==> src/rtl/sub16_pipe.sv <==
// Two-stage pipelined 16-bit subtractor, d = a - b - bin, built from 4-bit
// borrow-lookahead groups. The low byte resolves in stage 1; the high byte and the flags resolve in stage 2.
module sub16_pipe #(
  parameter int PIPE_BYPASS = 0
) (
  input  logic        clk,
  input  logic        rst,
  input  logic        in_valid,
  output logic        in_ready,
  input  logic [15:0] a,
  input  logic [15:0] b,
  input  logic        bin,
  output logic        out_valid,
  input  logic        out_ready,
  output logic [15:0] d,
  output logic        bout,
  output logic        zero,
  output logic        ovf
);

  // Only the two-stage pipeline exists; refuse to elaborate any other setting.
  if (PIPE_BYPASS != 0) begin : g_bad_param
    $error("sub16_pipe: PIPE_BYPASS must be 0");
  end

  typedef struct packed {
    logic [3:0] d;
    logic       g;
    logic       p;
  } grp_t;

  // One 4-bit borrow-lookahead group with flat borrow equations and group G/P.
  function automatic grp_t bla4(input logic [3:0] x, input logic [3:0] y,
                                input logic br_in);
    logic [3:0] p, g, br;
    grp_t       r;
    p     = ~(x ^ y);
    g     = ~x & y;
    br[0] = br_in;
    br[1] = g[0] | (p[0] & br_in);
    br[2] = g[1] | (p[1] & g[0]) | (p[1] & p[0] & br_in);
    br[3] = g[2] | (p[2] & g[1]) | (p[2] & p[1] & g[0]) | (p[2] & p[1] & p[0] & br_in);
    r.d   = x ^ y ^ br;
    r.g   = g[3] | (p[3] & g[2]) | (p[3] & p[2] & g[1]) | (p[3] & p[2] & p[1] & g[0]);
    r.p   = &p;
    return r;
  endfunction

  logic        s1_valid;
  logic [7:0]  s1_dlo;
  logic        s1_br8;
  logic [7:0]  s1_ahi;
  logic [7:0]  s1_bhi;
  logic        s2_valid;

  logic        s2_free, s1_adv, accept;
  grp_t        grp0, grp1, grp2, grp3;
  logic        br4, br8, br12, br16;
  logic [15:0] d_next;

  assign s2_free   = ~s2_valid | out_ready;
  assign s1_adv    = s1_valid & s2_free;
  assign in_ready  = ~s1_valid | s1_adv;
  assign accept    = in_valid & in_ready;
  assign out_valid = s2_valid;

  // Stage 1: low byte, second-level lookahead across groups 0 and 1.
  assign grp0 = bla4(a[3:0], b[3:0], bin);
  assign br4  = grp0.g | (grp0.p & bin);
  assign grp1 = bla4(a[7:4], b[7:4], br4);
  assign br8  = grp1.g | (grp1.p & grp0.g) | (grp1.p & grp0.p & bin);

  // Stage 2: high byte from the registered operands and the stage-1 borrow.
  assign grp2   = bla4(s1_ahi[3:0], s1_bhi[3:0], s1_br8);
  assign br12   = grp2.g | (grp2.p & s1_br8);
  assign grp3   = bla4(s1_ahi[7:4], s1_bhi[7:4], br12);
  assign br16   = grp3.g | (grp3.p & grp2.g) | (grp3.p & grp2.p & s1_br8);
  assign d_next = {grp3.d, grp2.d, s1_dlo};

  // NOTE: sequential state uses non-blocking assignments so every register
  // samples pre-edge values regardless of statement order.
  always_ff @(posedge clk or posedge rst) begin
    if (rst) begin
      s1_valid <= 1'b0;
      s1_dlo   <= '0;
      s1_br8   <= 1'b0;
      s1_ahi   <= '0;
      s1_bhi   <= '0;
    end else if (accept) begin
      s1_valid <= 1'b1;
      s1_dlo   <= {grp1.d, grp0.d};
      s1_br8   <= br8;
      s1_ahi   <= a[15:8];
      s1_bhi   <= b[15:8];
    end else if (s1_adv) begin
      s1_valid <= 1'b0;
    end
  end

  // Output register holds its data through a stall; only valid drops on drain.
  always_ff @(posedge clk or posedge rst) begin
    if (rst) begin
      s2_valid <= 1'b0;
      d        <= '0;
      bout     <= 1'b0;
      zero     <= 1'b0;
      ovf      <= 1'b0;
    end else if (s1_adv) begin
      s2_valid <= 1'b1;
      d        <= d_next;
      bout     <= br16;
      zero     <= (d_next == 16'h0000);
      ovf      <= (s1_ahi[7] ^ s1_bhi[7]) & (d_next[15] ^ s1_ahi[7]);
    end else if (out_ready) begin
      s2_valid <= 1'b0;
    end
  end

endmodule

==> config.mk <==
export PLATFORM = sky130hd
export DESIGN_NAME = sub16_pipe
export DESIGN_NICKNAME = d
export VERILOG_FILES = /design/src/rtl/sub16_pipe.sv
export SDC_FILE = /design/constraint.sdc
export NUM_CORES = 1
export LEC_CHECK = 0
export CAP_MARGIN = 25
export CORE_MARGIN = 2
export CORE_UTILIZATION = 53
export CTS_CLUSTER_DIAMETER = 200
export DETAILED_ROUTE_END_ITERATION = 16
export HOLD_SLACK_MARGIN = 0.06
export PLACE_DENSITY_LB_ADDON = 0.2
export SYNTH_ARGS = -nofsm -noshare
export SYNTH_HDL_FRONTEND = slang
export SYNTH_SLANG_ARGS = --single-unit
export TNS_END_PERCENT = 10
==> constraint.sdc <==
create_clock -name clk -period 3.5 [get_ports clk]
set_input_delay 0.7 -clock clk [delete_from_list [all_inputs] [get_ports clk]]
set_output_delay 0.7 -clock clk [all_outputs]
set_load 0.005 [all_outputs]
# Word level (Yosys, flattened, before mapping)
# Index checks and enable logic that the tools add are counted.
[word_totals] output_inout_bits=21 wordCells=156 in_bits=37 regBits=46
[op_classes] n_reduce_logical=7 n_mux=4 bitwise=135
[op_table] op="1-bit bitwise AND" count=67
[op_table] op="1-bit OR" count=44
[op_table] op="4-bit inverter" count=8
[op_table] op="4-bit XOR" count=8
[op_table] op="4-bit bitwise AND" count=4
[op_table] op="16-bit logical NOT" count=1
[op_table] op="4-bit AND reduction" count=4
[op_table] op="1-bit 2-to-1 mux" count=4
[op_table] op="2-bit nonzero test" count=2
[op_table] op="1-bit inverter" count=2
[op_table] op="1-bit XOR" count=2

# Longest topological paths before layout
# Gate-level depths: netlist (run 1).
[logic_depth] word_depth=12 mapped_depth=11 depth_no_buf=11

# Worst setup path after synthesis (run 1)
# OpenSTA, ideal clock, no wires.
[synth_timing] path_type="register to register" from="register s1_ahi[0]" to="register zero" setup_slack_ns=1.146 setup_time_ns=0.104 path_stages_with_launch=12 synth_period_minus_slack_ns=2.354 arrival_ns=2.251 cell_sequence="dfrtp_1 > inv_1 > ha_1 > a211oi_2 > nor2_1 > a21oi_2 > o21bai_1 > fa_1 > nand2_1 > nor3_1 > nand4_1 > o41ai_2"
[synth_via] elab_chain_len=9
[synth_rtl] item="start, declared" line_no="52" rtl="logic [7:0] s1_ahi;"
[synth_rtl] item="start signal, assigned" line_no="93" rtl="s1_ahi <= a[15:8];"
[synth_rtl] item="4-bit XOR or 4-bit inverter (tied branches)" line_no="37, 43, 38"
[synth_rtl] item="4-bit inverter or 4-bit bitwise AND (tied branches)" line_no="37, 38"
[synth_rtl] item="4-bit AND reduction or 1-bit bitwise AND (tied branches)" line_no="45, 44"
[synth_rtl] item="1-bit bitwise AND or 1-bit OR (tied branches)" line_no="75, 44"
[synth_rtl] item="1-bit OR" line_no="75" rtl="assign br12 = grp2.g | (grp2.p & s1_br8);"
[synth_rtl] item="1-bit bitwise AND (on tied branches)" line_no="40, 41, 42"
[synth_rtl] item="1-bit OR (on tied branches)" line_no="40, 41, 42"
[synth_rtl] item="4-bit XOR" line_no="43" rtl="r.d = x ^ y ^ br;"
[synth_rtl] item="16-bit logical NOT (*)" line_no="112" rtl="zero <= (d_next == 16'h0000);"
[synth_rtl] item="end signal, assigned" line_no="112"
[synth_rtl] item="end, declared" line_no="17" rtl="output logic zero,"
# Every way passes the cells marked *; elsewhere a longest branch is shown, timed or not.
# A chain may end at the register's enable or synchronous reset.

# Worst setup path after layout (run 1)
[layout_timing] from="input port a[0]" to="register s1_dlo[5]"
[layout_via] elab_chain_len=8
[layout_rtl] item="start, declared" line_no="10" rtl="input logic [15:0] a,"
[layout_rtl] item="4-bit XOR or 4-bit inverter (tied branches)" line_no="37, 38"
[layout_rtl] item="4-bit inverter or 4-bit bitwise AND (tied branches)" line_no="37, 38"
[layout_rtl] item="4-bit AND reduction or 1-bit bitwise AND (tied branches)" line_no="45, 44"
[layout_rtl] item="1-bit bitwise AND or 1-bit OR (tied branches)" line_no="69, 44"
[layout_rtl] item="1-bit OR (*)" line_no="69" rtl="assign br4 = grp0.g | (grp0.p & bin);"
[layout_rtl] item="1-bit bitwise AND (*)" line_no="40" rtl="br[1] = g[0] | (p[0] & br_in);"
[layout_rtl] item="1-bit OR (*)" line_no="40"
[layout_rtl] item="4-bit XOR (*)" line_no="43"
[layout_rtl] item="end signal, assigned" line_no="91" rtl="s1_dlo <= {grp1.d, grp0.d};"
[layout_rtl] item="end, declared" line_no="50" rtl="logic [7:0] s1_dlo;"
# Marks and branches as above.

==> results of run 1 <==
-- state kept, by name, summed over array words and instances (netlist names) --
register	cells
s1_bhi	8
ovf	1
s1_dlo	8
s1_valid	1
s1_ahi	8
s1_br8	1
out_valid	1
bout	1
d	16
zero	1
-- layout by cell type, fill, tap and decap left out, types with 2 or more instances in the layout --
cell             Yosys  routed
a2111oi_0            2       2
a2111oi_2            2       2
a211oi_1             2       2
a21oi_1              2       2
a21oi_2              2       2
clkbuf_8             0       6
clkdlybuf4s50_1      0      57
dfrtp_1             46      46
fa_1                 4       4
ha_1                16      16
inv_1               22      21
mux2_2              28      28
mux2i_1              2       2
nand2_1             17      17
nand2b_1             4       4
nand3_1              2       2
nor2_1               5       5
nor3_1               4       4
o21ai_0             15      15
o21ai_1              3       3
xnor2_1             10      10
xor2_1               3       3
-- cell type report --
cell class,instances,area (um2),area share (%)
multi-input combinational,135,1170,37.1
sequential,46,1150,36.4
timing repair buffer,59,598,18.9
clock buffer,7,86.3,2.73
inverter,22,82.6,2.61
tap,52,65.1,2.06
clock inverter,1,5.00,0.158
-- worst reg2reg max path, stage by stage, from the launching register on --
cell and delay (ns):
dfrtp_1 0.39, inv_1 0.10, ha_1 0.25, a211oi_2 0.28, nor2_1 0.12, a21oi_2 0.19
o21bai_1 0.11, fa_1 0.38, xnor2_1 0.16, nor3_1 0.17, nand4_1 0.15, o41ai_2 0.22
-- power groups by stage --
stage	sequential, mW	clock, mW	combinational, mW
6_report	0.751	0.327	0.663
5_1_grt	0.769	0.355	0.731
4_1_cts	0.753	0.338	0.674
3_5_place_dp	0.764	0	0.671
3_3_place_gp	0.758	0	0.651
2_1_floorplan	0.752	0	0.373
-- metal layers --
metal  up-vias  GRT usage, %  routed length (um)
met2        37          30.6                2020
met4         0          5.66                  42
met3         5          4.64                 205
met1       807          25.1                2110
met5         -             0                   0
li1        843             -                   -
-- final timing paths --
kind	depth (start not counted)	endpoint	startpoint
worst max-delay path	10	s1_dlo[5]	a[0]
worst min-delay path	2	ovf	ovf
worst max register to register	11	zero	s1_ahi[0]
worst min register to register	2	ovf	ovf
max in group asynchronous	2	s1_dlo[0]	rst
min in group asynchronous	2	d[4]	rst
-- kinds of logic (layout without fill, tap and decap cells) --
group / after synthesis / count (layout) / synth area share, %
DFF: 46 / 46 / 47.4
adders and majority gates: 20 / 20 / 11.5
AOI/OAI and AO/OA: 36 / 36 / 11.2
muxes: 31 / 31 / 14.3
and+or+nand+nor: 35 / 35 / 6.54
xor gates and xnor gates: 13 / 13 / 4.69
buffers and inverters: 27 / 89 / 4.33
-- through the flow --
| stage | instances | instance area (um2) |
|---|---|---|
| after floorplan | 208 | 2430 |
| after global placement | 314 | 3070 |
| after detailed placement | 314 | 3070 |
| after CTS | 322 | 3160 |
| after global routing | 322 | 3160 |
| final | 322 | 3160 |
==> metrics, run 1 <==
core area=4380 um2; drc violations=0; Avg Vias per Cell=5.25; #FFs+latches synth=46; RSZ-0062 raised after global routing=no; Pint=1.22 mW; Final HPWL DP=3470 um; sequential fraction of the synthesis area=47.4%; Nets=326; synth cell count leaders=dfrtp_1, mux2_2, inv_1; worst-case clock buffer depth=2; Ys Warns=0; clk_lat worst skew=0.29 ns; GPL Wtd Cong=0.735; CTS Hold Bufs=0; CTS root buffer=clkbuf_8; Max-Cap Viols=0; area leader, netlist=dfrtp_1; die width=71.7 um; most frequent cell after synthesis=dfrtp_1; Final Skew=0.00527 ns; clk slew on worst S/H paths=0.08 ns; Syn Nets=265; EDFF count, synth=0; Synth async-reset ratio=100%; startpoint types=input pin; Reg power frac=43.1%; full die area=5140 um2; crit path buf inv count=2; Setup TNS=0 ns; VDD IR-drop max=0.000275 V; Net Sw Frac=30.1%; TritonCTS clock tree=done; vias post-DR=1692; Worst Path Required=3.71 ns; area grow syn2layout=30.1%; Final Max Slew Viols=0; Comb power frac=38.1%; status=complete, no violations; wire per inst=13.6 um; number of I/O port buffers=57; largest net degree at the start of global routing=47; Die Height=71.7 um; fin crit share=76.8%; vias in the first global route=1659; first-pass GRT wire length=7470 um; Worst Hold Slack=0.485 ns; boundary pin count=58; Data arrival, critical path=2.90 ns; Hold Path Class=flip-flop to flip-flop; Slew HR=38.2%; Mapped Area=2430 um2; CTS resizes=0; CP delay by family, top=adder cells; worst-path maximum fanout=3; Fin. Hold Viols=0; ANT cells=0; Leak=1.40 nW; WL final=4380 um; cell mode on critical path=o21ai_0; setup bufs post-CTS=0; post-synth cell types=34; Sw Pwr=523 uW; H-tree Lvls=2; Critical-path top delay cell=clkdlybuf4s50_1; Fill cells=338; Mapped Cells=208; Tmin final=2.69 ns; initial antenna violation count=0; power per cell area=551 nW/um2; final setup vio count=0; dpl ws=0.517 ns; Mapped Avg Cell Area=11.7 um2; post-synth top area share=47.4%; setup ws final=0.811 ns; Sink Count=46; initial core utilization=55.4%; row count=24; total CTS buffers=5; Setup CP Type=input pin to flip-flop; Antenna Violating Nets Remaining=0; crit path cell chain=clkdlybuf4s50_1 -> inv_1 -> ha_1 -> a211oi_1 -> nor2_1 -> o21ai_0 -> nand2b_1 -> fa_1 -> xor2_1 -> o21ai_0; r2r setup slk=0.90 ns; slowest stage delay, CP=0.50 ns; Final Util=72.1%; Worst setup EP type=flip-flop; gr usage total=18.8%; FMAX=372 MHz; Tot Pwr=1.74 mW; Synth Flop Type=dfrtp_1; GRT overflow=0; share of cells above drive strength 1=17.4%; Synth area leaders=dfrtp_1, mux2_2, ha_1; router iterations before antenna repair=4; Clock Power Share=18.8%; worst slew pin tran=0.925 ns; First DRT Iteration DRCs=35
Note: power is estimated with default switching activity, not from simulation.
==> inputs of run 2 (changes only) <==
CORE_UTILIZATION = 45   (was 53)
clock period = 2.4 ns   (was 3.5 ns; I/O delays follow)
==> metrics, run 2 (synthesis gave the netlist of run 1 again) <==
Placed Instance Area=3220 um2 (+4.9%); full die area=6000 um2 (+17%); slowest stage delay, CP=0.40 ns (-0.10 ns); Nets=347 (+6.4%); total CTS buffers=5 (unchanged); Hold Path Class=input pin to asynchronous set/reset pin; crit path cell chain=inv_2 -> ha_4 -> a211oi_4 -> nor2_2 -> a21oi_2 -> o21bai_2 -> fa_2 -> xnor2_2 -> nor3_2 -> nand4_1 -> o41ai_2; Max-Cap Viols=0 (unchanged); first-pass GRT wire length=8100 um (+8.4%); Setup CP Type=flip-flop to flip-flop; gr usage total=17.3% (-1.5 points); wire per inst=13.6 um (+0.13%); CTS Hold Bufs=0 (unchanged); Critical-path top delay cell=dfrtp_1; Fin. Hold Viols=0 (unchanged); Avg Vias per Cell=4.91 (-6.5%); router iterations before antenna repair=4 (unchanged); initial core utilization=47.0% (-8.4 points); Sink Count=46 (unchanged); Final Skew=0.00618 ns (+0.000916 ns); Antenna Violating Nets Remaining=0 (unchanged); Worst Path Required=2.61 ns (-1.10 ns); Data arrival, critical path=2.60 ns (-0.30 ns); row count=26 (+8.3%); TritonCTS clock tree=done; drc violations=0 (unchanged); Setup TNS=0 ns (unchanged); worst-case clock buffer depth=2 (unchanged); boundary pin count=58 (unchanged); First DRT Iteration DRCs=73 (+110%); most frequent cells in the layout=clkdlybuf4s50_1, dfrtp_1, mux2_2, buf_4, inv_1; power per cell area=813 nW/um2 (+48%); core area=5170 um2 (+18%); VDD IR-drop max=0.000354 V (+29%); vias post-DR=1773 (+4.8%); worst slew pin tran=0.423 ns (-0.502 ns); fin crit share=99.6%; Leak=1.52 nW (+8.6%); clk_lat worst skew=0.30 ns (about the same); share of cells above drive strength 1=28.5% (+11 points); vias in the first global route=1793 (+8.1%); CTS root buffer=clkbuf_8; RSZ-0062 raised after global routing=yes; Non-Filler Cell Area, Final=3430 um2 (+8.6%); Final HPWL DP=3640 um (+4.9%); FMAX=418 MHz; die width=77.5 um (+8.1%); Fill cells=421 (+25%); Reg with most FFs=d; max FFs per register=16 (unchanged); Slew HR=71.8% (+34 points); final setup vio count=0 (unchanged); worst-path maximum fanout=2 (-1); Worst setup EP type=flip-flop; GPL Wtd Cong=0.785 (+6.8%); GRT overflow=0 (unchanged); Die Height=77.5 um (+8.1%); ANT cells=0 (unchanged); WL final=4920 um (+12%); area grow syn2layout=41.3%; initial antenna violation count=0 (unchanged); most common cell after layout, fill and taps aside=clkdlybuf4s50_1; status=complete, no violations; Tmin final=2.39 ns; Tot Pwr=2.79 mW (+60%); largest net degree at the start of global routing=32 (-32%); startpoint types=flip-flop; Final Max Slew Viols=0 (unchanged); number of I/O port buffers=57 (unchanged); H-tree Lvls=2 (unchanged); clk slew on worst S/H paths=0.09 ns (about the same)
[run 2: what timing repair did]
action	4_1_cts	5_1_grt
setup buffers	1	3
endpoints found under the setup margin	3	4
gates cloned	0	0
resized for setup	6	10
pin swaps	4	3
[run 2: critical path, delay by kind of cell, from the launching register on]
| family | cells | cell delay [ns] |
|---|---|---|
| adder cells (fa/ha/maj) | 2 | 0.57 |
| buffers and inverters | 1 | 0.09 |
| AO/OA/AOI/OAI | 4 | 0.73 |
| XOR/XNOR | 1 | 0.18 |
| AND/OR/NAND/NOR | 3 | 0.33 |
| flip-flops | 1 | 0.40 |
[run 2: area by class of cell]
cell class | count | area [um2] | share of cell area (%)
sequential | 46 | 1150 | 33.5
clock buffer | 5 | 68.8 | 2.01
clock inverter | 3 | 40.0 | 1.17
inverter | 22 | 82.6 | 2.41
timing repair buffer | 80 | 756 | 22.0
tap | 70 | 87.6 | 2.55
multi-input combinational | 135 | 1250 | 36.3
[run 2: worst paths after layout]
path | startpoint | to | slack, ns | cells after the start
max in group asynchronous | rst | s1_dlo[2] | 1.32 | 3
min in group clk | ovf | ovf | 0.49 | 2
hold reg to reg | ovf | ovf | 0.49 | 2
hold / removal | rst | d[9] | 0.49 | 2
setup reg to reg | s1_ahi[0] | zero | 0.01 | 11
setup / recovery | s1_ahi[0] | zero | 0.01 | 11
[run 2: layer usage]
metal  vias to the layer above  GRT usage [%]  part of all wire [%]
li1                        884              -                     -
met1                       843           21.2                    44
met2                        40           29.2                    50
met3                         6           4.65                   4.4
met4                         0           6.43                   1.6
met5                         -              0                     0
[run 2: power breakdown]
group | internal [mW] | switching (mW) | leakage (nW)
combinational | 0.673 | 0.448 | 0.914
sequential | 0.974 | 0.127 | 0.549
clock | 0.307 | 0.260 | 0.0579
[run 2: through the flow]
step                      hold WS, ns  instances  utilization, %  setup WS [ns]
after floorplan                 0.459        208               -         0.0458
after global placement          0.468        349            62.2         -0.288
after detailed placement        0.476        349            62.2         -0.372
after CTS                       0.490        358            65.1        -0.0267
after global routing            0.515        361            66.4        -0.0937
final                           0.486        361            66.4        0.00959
